$ cat src/rtl/game_phase_sequencer.sv
`default_nettype none
// ============================================================================
// Module   : game_phase_sequencer
// Purpose  : Lane-game phase controller. It steps through screen clear,
//            start countdown, play, crash freeze and game-over. It gates
//            the datapath with run_enable and tracks the survival score
//            and the difficulty level.
// Revision : 1.0 - initial release
// ============================================================================
module game_phase_sequencer #(
    parameter int TICKS_PER_SEC = 50_000_000,
    parameter int COUNTDOWN_SEC = 3,
    parameter int LEVEL_UP_SEC  = 10,
    parameter int MAX_LEVEL     = 7,
    parameter int FREEZE_SEC    = 2
) (
    input  logic        Clock,
    input  logic        Resetn,
    input  logic        start,
    input  logic        collision,
    input  logic        clear_done,
    output logic        clear_req,
    output logic        run_enable,
    output logic        game_over,
    output logic [3:0]  countdown_val,
    output logic        sec_tick,
    output logic [2:0]  level,
    output logic [15:0] score
);

    localparam int TICK_W = (TICKS_PER_SEC > 1) ? $clog2(TICKS_PER_SEC) : 1;
    localparam int LVL_W  = (LEVEL_UP_SEC > 1)  ? $clog2(LEVEL_UP_SEC)  : 1;
    localparam int FRZ_W  = (FREEZE_SEC > 1)    ? $clog2(FREEZE_SEC)    : 1;

    localparam logic [TICK_W-1:0] TICK_LAST  = TICK_W'(TICKS_PER_SEC - 1);
    localparam logic [TICK_W-1:0] TICK_ONE   = TICK_W'(1);
    localparam logic [LVL_W-1:0]  LVL_LAST   = LVL_W'(LEVEL_UP_SEC - 1);
    localparam logic [LVL_W-1:0]  LVL_ONE    = LVL_W'(1);
    localparam logic [FRZ_W-1:0]  FRZ_LAST   = FRZ_W'(FREEZE_SEC - 1);
    localparam logic [FRZ_W-1:0]  FRZ_ONE    = FRZ_W'(1);
    localparam logic [3:0]        COUNT_INIT = 4'(COUNTDOWN_SEC);
    localparam logic [2:0]        LEVEL_MAX  = 3'(MAX_LEVEL);

    typedef enum logic [2:0] {
        ST_CLEAR  = 3'd0,
        ST_IDLE   = 3'd1,
        ST_COUNT  = 3'd2,
        ST_PLAY   = 3'd3,
        ST_FREEZE = 3'd4,
        ST_OVER   = 3'd5
    } state_t;

    state_t            state;
    state_t            state_nx;
    logic              auto_start;
    logic              auto_start_nx;
    logic [TICK_W-1:0] tick_cnt;
    logic [TICK_W-1:0] tick_cnt_nx;
    logic [LVL_W-1:0]  lvl_cnt;
    logic [LVL_W-1:0]  lvl_cnt_nx;
    logic [FRZ_W-1:0]  frz_cnt;
    logic [FRZ_W-1:0]  frz_cnt_nx;
    logic              clear_req_nx;
    logic              run_enable_nx;
    logic              game_over_nx;
    logic [3:0]        countdown_nx;
    logic              sec_tick_nx;
    logic [2:0]        level_nx;
    logic [15:0]       score_nx;
    logic              counting_now;
    logic              counting_nx;

    // Phase register; reset always lands in the clear phase.
    always_ff @(posedge Clock) begin
        if (!Resetn) begin
            state <= ST_CLEAR;
        end else begin
            state <= state_nx;
        end
    end

    // Next phase, counters and registered output values. sec_tick is computed
    // one cycle ahead so the registered pulse sits on the wrap cycle itself,
    // which lets it double as the internal second event.
    always_comb begin
        state_nx      = state;
        auto_start_nx = auto_start;
        countdown_nx  = countdown_val;
        score_nx      = score;
        level_nx      = level;
        lvl_cnt_nx    = lvl_cnt;
        frz_cnt_nx    = frz_cnt;
        tick_cnt_nx   = '0;

        case (state)
            ST_CLEAR: begin
                if (clear_done) begin
                    state_nx = auto_start ? ST_COUNT : ST_IDLE;
                end
            end
            ST_IDLE: begin
                if (start) begin
                    state_nx = ST_COUNT;
                end
            end
            ST_COUNT: begin
                if (sec_tick) begin
                    if (countdown_val <= 4'd1) begin
                        state_nx     = ST_PLAY;
                        countdown_nx = 4'd0;
                    end else begin
                        countdown_nx = countdown_val - 4'd1;
                    end
                end
            end
            ST_PLAY: begin
                // A crash wins over a coinciding second: nothing is scored.
                if (collision) begin
                    state_nx = ST_FREEZE;
                end else if (sec_tick) begin
                    if (score != 16'hFFFF) begin
                        score_nx = score + 16'd1;
                    end
                    if (lvl_cnt == LVL_LAST) begin
                        lvl_cnt_nx = '0;
                        if (level < LEVEL_MAX) begin
                            level_nx = level + 3'd1;
                        end
                    end else begin
                        lvl_cnt_nx = lvl_cnt + LVL_ONE;
                    end
                end
            end
            ST_FREEZE: begin
                if (sec_tick) begin
                    if (frz_cnt == FRZ_LAST) begin
                        state_nx = ST_OVER;
                    end else begin
                        frz_cnt_nx = frz_cnt + FRZ_ONE;
                    end
                end
            end
            ST_OVER: begin
                if (start) begin
                    state_nx      = ST_CLEAR;
                    auto_start_nx = 1'b1;
                end
            end
            default: begin
                state_nx = ST_CLEAR;
            end
        endcase

        // Entry actions for a new round and for the freeze timer.
        if ((state_nx == ST_COUNT) && (state != ST_COUNT)) begin
            countdown_nx  = COUNT_INIT;
            score_nx      = 16'd0;
            level_nx      = 3'd0;
            lvl_cnt_nx    = '0;
            auto_start_nx = 1'b0;
        end
        if ((state_nx == ST_FREEZE) && (state != ST_FREEZE)) begin
            frz_cnt_nx = '0;
        end

        counting_now = (state == ST_COUNT) || (state == ST_PLAY) || (state == ST_FREEZE);
        counting_nx  = (state_nx == ST_COUNT) || (state_nx == ST_PLAY) ||
                       (state_nx == ST_FREEZE);

        // Tick counter restarts from zero on every phase entry.
        if ((state_nx == state) && counting_now) begin
            tick_cnt_nx = sec_tick ? '0 : (tick_cnt + TICK_ONE);
        end

        sec_tick_nx   = counting_nx && (tick_cnt_nx == TICK_LAST);
        clear_req_nx  = (state_nx == ST_CLEAR);
        run_enable_nx = (state_nx == ST_PLAY);
        game_over_nx  = (state_nx == ST_FREEZE) || (state_nx == ST_OVER);
    end

    // Counters, flags and registered outputs.
    always_ff @(posedge Clock) begin
        if (!Resetn) begin
            auto_start    <= 1'b0;
            tick_cnt      <= '0;
            lvl_cnt       <= '0;
            frz_cnt       <= '0;
            clear_req     <= 1'b1;
            run_enable    <= 1'b0;
            game_over     <= 1'b0;
            countdown_val <= 4'd0;
            sec_tick      <= 1'b0;
            level         <= 3'd0;
            score         <= 16'd0;
        end else begin
            auto_start    <= auto_start_nx;
            tick_cnt      <= tick_cnt_nx;
            lvl_cnt       <= lvl_cnt_nx;
            frz_cnt       <= frz_cnt_nx;
            clear_req     <= clear_req_nx;
            run_enable    <= run_enable_nx;
            game_over     <= game_over_nx;
            countdown_val <= countdown_nx;
            sec_tick      <= sec_tick_nx;
            level         <= level_nx;
            score         <= score_nx;
        end
    end

endmodule
`default_nettype wire
$ cat config.mk
export PLATFORM = sky130hd
export DESIGN_NAME = game_phase_sequencer
export DESIGN_NICKNAME = d
export VERILOG_FILES = /design/src/rtl/game_phase_sequencer.sv
export SDC_FILE = /design/constraint.sdc
export NUM_CORES = 1
export LEC_CHECK = 0
export BUFFER_PORTS_ARGS = -buffer_cell sky130_fd_sc_hd__buf_2
export CORE_MARGIN = 2
export CORE_UTILIZATION = 50
export DETAILED_ROUTE_END_ITERATION = 8
export PLACE_DENSITY = 0.69
export REMOVE_ABC_BUFFERS = 1
export SYNTH_ARGS = -nofsm -noshare
export SYNTH_HDL_FRONTEND = slang
export SYNTH_SLANG_ARGS = --single-unit
$ cat constraint.sdc
create_clock -name Clock -period 5.7 [get_ports Clock]
set_input_delay 0.285 -clock Clock [delete_from_list [all_inputs] [get_ports Clock]]
set_output_delay 0.285 -clock Clock [all_outputs]
set_load 0.005 [all_outputs]
; ---- Word level (Yosys, flattened, before mapping)
; Index checks and enable logic that the tools add are counted.
[word_totals]
inputBits = 5
ff_bits = 62
output_inout_bits = 27
[classes]
reduce_logical = 22
eq_ne = 15
magnitude_cmp = 2
n_bitwise = 2
muxes = 18
add_sub_neg = 6
[op_table]
columns = operator, n
row1 = $mux 26, 2
row2 = $add 26x1->26 const B, 1
row3 = $eq 26x26->1 const B, 1
row4 = $mux 3, 8
row5 = $pmux 3 s6, 1
row6 = $add 16x1->16 const B, 1
row7 = $ne 16x16->1 const B, 1
row8 = $eq 3x2->1 const B, 4
row9 = $eq 3x3->1 const B, 4
row10 = $mux 2, 4
row11 = $mux 4, 2
row12 = $reduce_and 2->1, 4
row13 = $logic_not 3->1, 2
row14 = $logic_or 1x1->1, 5
row15 = $reduce_and 5->1, 1
row16 = $add 4x1->4 const B, 1
row17 = $eq 4x4->1 const B, 1
row18 = $le 4x1->1 const B, 1
row19 = $logic_and 1x1->1, 4
row20 = $reduce_and 4->1, 1
row21 = $reduce_bool 2->1, 2
row22 = $reduce_or 2->1, 2
row23 = $sub 4x1->4 const B, 1
row24 = $add 3x1->3 const B, 1
row25 = other kinds (9), 10

; ---- Depth between registers and ports, before layout
[depth]
word_depth = 9
ltp_mapped = 9
ltp_nobuf = 8

; ---- Least setup slack after synthesis
; OpenSTA, ideal clock, no wires.
[synth_timing]
path_kind = reg2reg
from = reg sec_tick
to = reg auto_start
period_less_slack_ps = 2097
arrival_time_ps = 1980
required_time_ps = 5583
setup_slack_ps = 3603
stages_incl_launch_ff = 8
cell_sequence = dfxtp_1 > clkbuf_1 > a311o_1 > a221o_1 > or3_1 > nand2_1 > buf_2 > nor2_1
[synth_via]
elab_chain_cells = 5
word_cells_on_any_way = 6
cone_classes = 1 x eq/ne / 3 x mux / 2 x reduce/logical
[synth_lines]
columns = element, line
row1 = start: declaration, 26  ; output logic sec_tick,
row2 = start signal: assignment, 204  ; sec_tick <= sec_tick_nx;
row3 = $mux 3 (on tied branches), "135, 107"
row4 = $pmux 3 s6 (*), 95  ; case (state)
row5 = $eq 3x2->1 (*), 155  ; if ((state_nx == ST_COUNT) && (state != ST_COUNT)) begin
row6 = $logic_and 1x1->1 (*), 155
row7 = $reduce_or 2->1 (no source line) (*), --
row8 = end signal: assignment, 196  ; auto_start <= auto_start_nx;
row9 = end: declaration, 55  ; logic auto_start;
; Every way passes the cells marked *; elsewhere a longest branch is shown, timed or not.
; A chain may end at the register's enable or synchronous reset.

; ---- Worst setup path in the final report
[layout_timing]
from = reg state[2]
to = reg score[4]
[layout_via]
elab_chain_cells = 6
word_cells_on_any_way = 20
cone_classes = 7 x eq/ne / 9 x mux / 4 x reduce/logical
[layout_lines]
columns = element, line
row1 = start: declaration, 53  ; state_t state;
row2 = start signal: assignment, 78  ; state <= state_nx;
row3 = $mux 3 (on tied branches), "136, 108"
row4 = $mux 3 (on tied branches), "135, 107"
row5 = $pmux 3 s6, 95
row6 = $eq 3x2->1, 155
row7 = $logic_and 1x1->1, 155
row8 = $reduce_or 2->1 (no source line), --
row9 = end signal: assignment, 206  ; score <= score_nx;
row10 = end: declaration, 28  ; output logic [15:0] score
; Parallel ways exist; a longest one is shown, timed or not.

==> out/qor.yml <==
timing.max_slew.rel_slack: 0.446
ys_seq_area_frac: 0.396
cts_hold_buf: 0
r2r_end: "score[4]"
dr.pass1.iters: 4
rr_worst_depth: 6
grt_start_max_net_pins: 27
synth_compound_gate_area_share: 0.104
dominantRegCellSynth: "sky130_fd_sc_hd__dfxtp_1"
max_clock_freq_mhz: 386
largest_family_of_logic_cells_by_synthesized_area: "simple AND/OR/NAND/NOR gates"
worst_pin_slew_ns: 0.829
die-height_um: 83.1
synth_area_um2: 3130
grt_use_total: 0.198
first_global_vias: 2528
worst_ep_required_time_ns: 5.89
setup_slack_of_the_most_critical_reg_to_reg_path_ns: 3.11
setup_crit_start_kind: "flop"
power.density_cell_area_nw_per_um2: 242
synth-edff-count: 0
nets: 417
ys.warnings.count: 0
dr_total_vias: 2732
final.period_utilization: 0.454
chipWidth_um: 83.1
rows: 28
post_cts_resized: 0
drv_cap: 0
final_common_cell: "sky130_fd_sc_hd__nor2_1"
synthMuxAreaShare: 0.0128
remaining_drc_errors: 0
clock_sinks: 62
place_congestion: 0.776
final_layout_size_suffix_gt1_frac: 0.131
yosys.area_share.simple: 0.324
avgSynthCellArea_um2: 8.31
dp_worst_setup_slack_ns: 3.11
synthToLayoutAreaGrowth_pct: 12.5
io_buffers: 31
power.leakage_nw: 1.30
critPathLaunch: "state[2]"
power.total_mw: 0.851
class_of_the_tightest_hold_or_removal_check: "input port to flop"
route.final.wire_length_um: 6420
cts_htree_levels: 3
final.min_clock_period_ns: 2.59
drt_iter0_markers: 168
outcome: "finished, final reports clean"
worst_skew_pair_latency_ns: 0.33
synth_cell_type_count: 55
finClkSkew_ns: 0.00687
antenna_left: 0
cts_root_buffer: "sky130_fd_sc_hd__clkbuf_8"
destination_of_the_critical_timing_path: "score[4]"
grt_antenna_before_repair: 0
final.setup.worst_slack_ns: 3.11
setup_violations: 0
rsz0062_at_grt: "false"
max-vdd-ir-drop_v: 0.000148
postSynthRegisterBits: 62
hold_start: "Resetn"
timing.critical_path.to_type: "flop"
cts_tree: "done"
critPathMaxFanout: 26
synthAdderAreaFrac: 0.0200
floorplan.die_area_um2: 6910
r2r_start: "state[2]"
floorplan.core_area_um2: 5990
synthXorXnorAreaFrac: 0.112
top_ports: 32
antennaDiodeCount: 0
clockBufferDepth: 2
async_flop_share: 0
synthCells: 377
critical_path_class: "flop to flop"
cts-buffers-inserted: 9
grt_pass1_wl_um: 11500
post-dp-hpwl_um: 4650
path_clk_slew_ns: 0.07
fin_setup_tns_ns: 0
post_cts.repair.setup_buffers: 0
mostFrequentLayoutCells: "sky130_fd_sc_hd__nor2_1, sky130_fd_sc_hd__dfxtp_1, sky130_fd_sc_hd__buf_2, sky130_fd_sc_hd__nand2_1, sky130_fd_sc_hd__nand3_1"
grt_overflow_total: 0
timing_max_transition_violations_final: 0
post_drt_via_cell_ratio: 5.61
start_util: 0.523
wire_per_inst_um: 13.2
data_arrival_at_the_endpoint_of_the_critical_path_ns: 2.78
report.final.hold_viol_count: 0
layout make-up:
cell class,count,area [um2]
Inverter,11,41.3
Tap cell,75,93.8
Fill cell,555,2470
Clock inverter,6,61.3
Timing Repair Buffer,32,163
Sequential cell,62,1240
Clock buffer,10,128
Multi-Input combinational cell,291,1790
per-stage QoR:
stage	area, um2	hold slack [ns]	std cells	util
2_1_floorplan	3080	0.444	364	-
5_1_grt	3520	0.280	487	0.588
3_5_place_dp	3330	0.500	471	0.556
6_report	3520	0.280	487	0.588
3_3_place_gp	3330	0.466	471	0.556
4_1_cts	3520	0.265	487	0.588
sequential cells by signal, summed over array words and instances (netlist names):
register and count:
frz_cnt 1, countdown_val 4, lvl_cnt 4, auto_start 1, sec_tick 1, clear_req 1
tick_cnt 26, game_over 1, state 3, run_enable 1, score 16, level 3
report_power, final:
| group | internal, mW | switching (mW) | total (mW) | leakage (nW) |
|---|---|---|---|---|
| clock | 0.201 | 0.171 | 0.372 | 0.0964 |
| sequential | 0.438 | 0.00552 | 0.443 | 0.500 |
| combinational | 0.0131 | 0.0226 | 0.0357 | 0.700 |
| total | 0.652 | 0.199 | 0.851 | 1.30 |
critical path, stage by stage, from the launching register on:
cell	delay [ns]
sky130_fd_sc_hd__dfxtp_1	0.52
sky130_fd_sc_hd__nor3b_1	0.10
sky130_fd_sc_hd__a311o_1	0.32
sky130_fd_sc_hd__a221o_1	0.35
sky130_fd_sc_hd__or3_1	0.40
sky130_fd_sc_hd__nand2_1	0.64
sky130_fd_sc_hd__nor2_1	0.11
worst min path at each step:
stage / to / cells after the start
final: state[0] / 2
after global routing: state[0] / 2
after detailed placement: lvl_cnt[3] / 2
after floorplan: state[0] / 1
after global placement: lvl_cnt[3] / 2
after CTS: auto_start / 3
routing by layer:
layer / routed length, um / track usage / up-vias / part of all wire
met3: 246 / 0.0477 / 8 / 0.038
met1: 3200 / 0.272 / 1278 / 0.50
met2: 2910 / 0.302 / 55 / 0.45
li1: - / - / 1391 / -
met4: 59 / 0.0715 / 0 / 0.0092
met5: 0 / 0 / - / 0
cells by family (layout without fill, tap and decap cells):
kind of cell	after synthesis	count (layout)
AND/OR/NAND/NOR	193	193
multiplexers	4	4
flip-flops	62	62
XOR/XNOR	40	40
buffers and inverters	24	59
AO/OA/AOI/OAI	49	49
adder cells (fa/ha/maj)	5	5
synth_stat cells, types with 5 or more instances:
| master | number | area share |
|---|---|---|
| sky130_fd_sc_hd__o21ai_0 | 7 | 0.011 |
| sky130_fd_sc_hd__and4_1 | 7 | 0.020 |
| sky130_fd_sc_hd__and3_1 | 9 | 0.018 |
| sky130_fd_sc_hd__dfxtp_1 | 62 | 0.40 |
| sky130_fd_sc_hd__ha_1 | 5 | 0.020 |
| sky130_fd_sc_hd__buf_2 | 5 | 0.0080 |
| sky130_fd_sc_hd__nand3_1 | 22 | 0.035 |
| sky130_fd_sc_hd__clkbuf_1 | 8 | 0.0096 |
| sky130_fd_sc_hd__xnor2_1 | 21 | 0.059 |
| sky130_fd_sc_hd__and2_1 | 5 | 0.010 |
| sky130_fd_sc_hd__inv_1 | 11 | 0.013 |
| sky130_fd_sc_hd__nor3_1 | 14 | 0.022 |
| sky130_fd_sc_hd__nand2_1 | 26 | 0.031 |
| sky130_fd_sc_hd__nor2b_1 | 5 | 0.010 |
| sky130_fd_sc_hd__a21oi_1 | 17 | 0.027 |
| sky130_fd_sc_hd__nand4_1 | 14 | 0.028 |
| sky130_fd_sc_hd__nor2_1 | 63 | 0.076 |
| sky130_fd_sc_hd__xor2_1 | 19 | 0.053 |
| sky130_fd_sc_hd__nor3b_1 | 5 | 0.012 |
(Power assumes the default switching activity.)
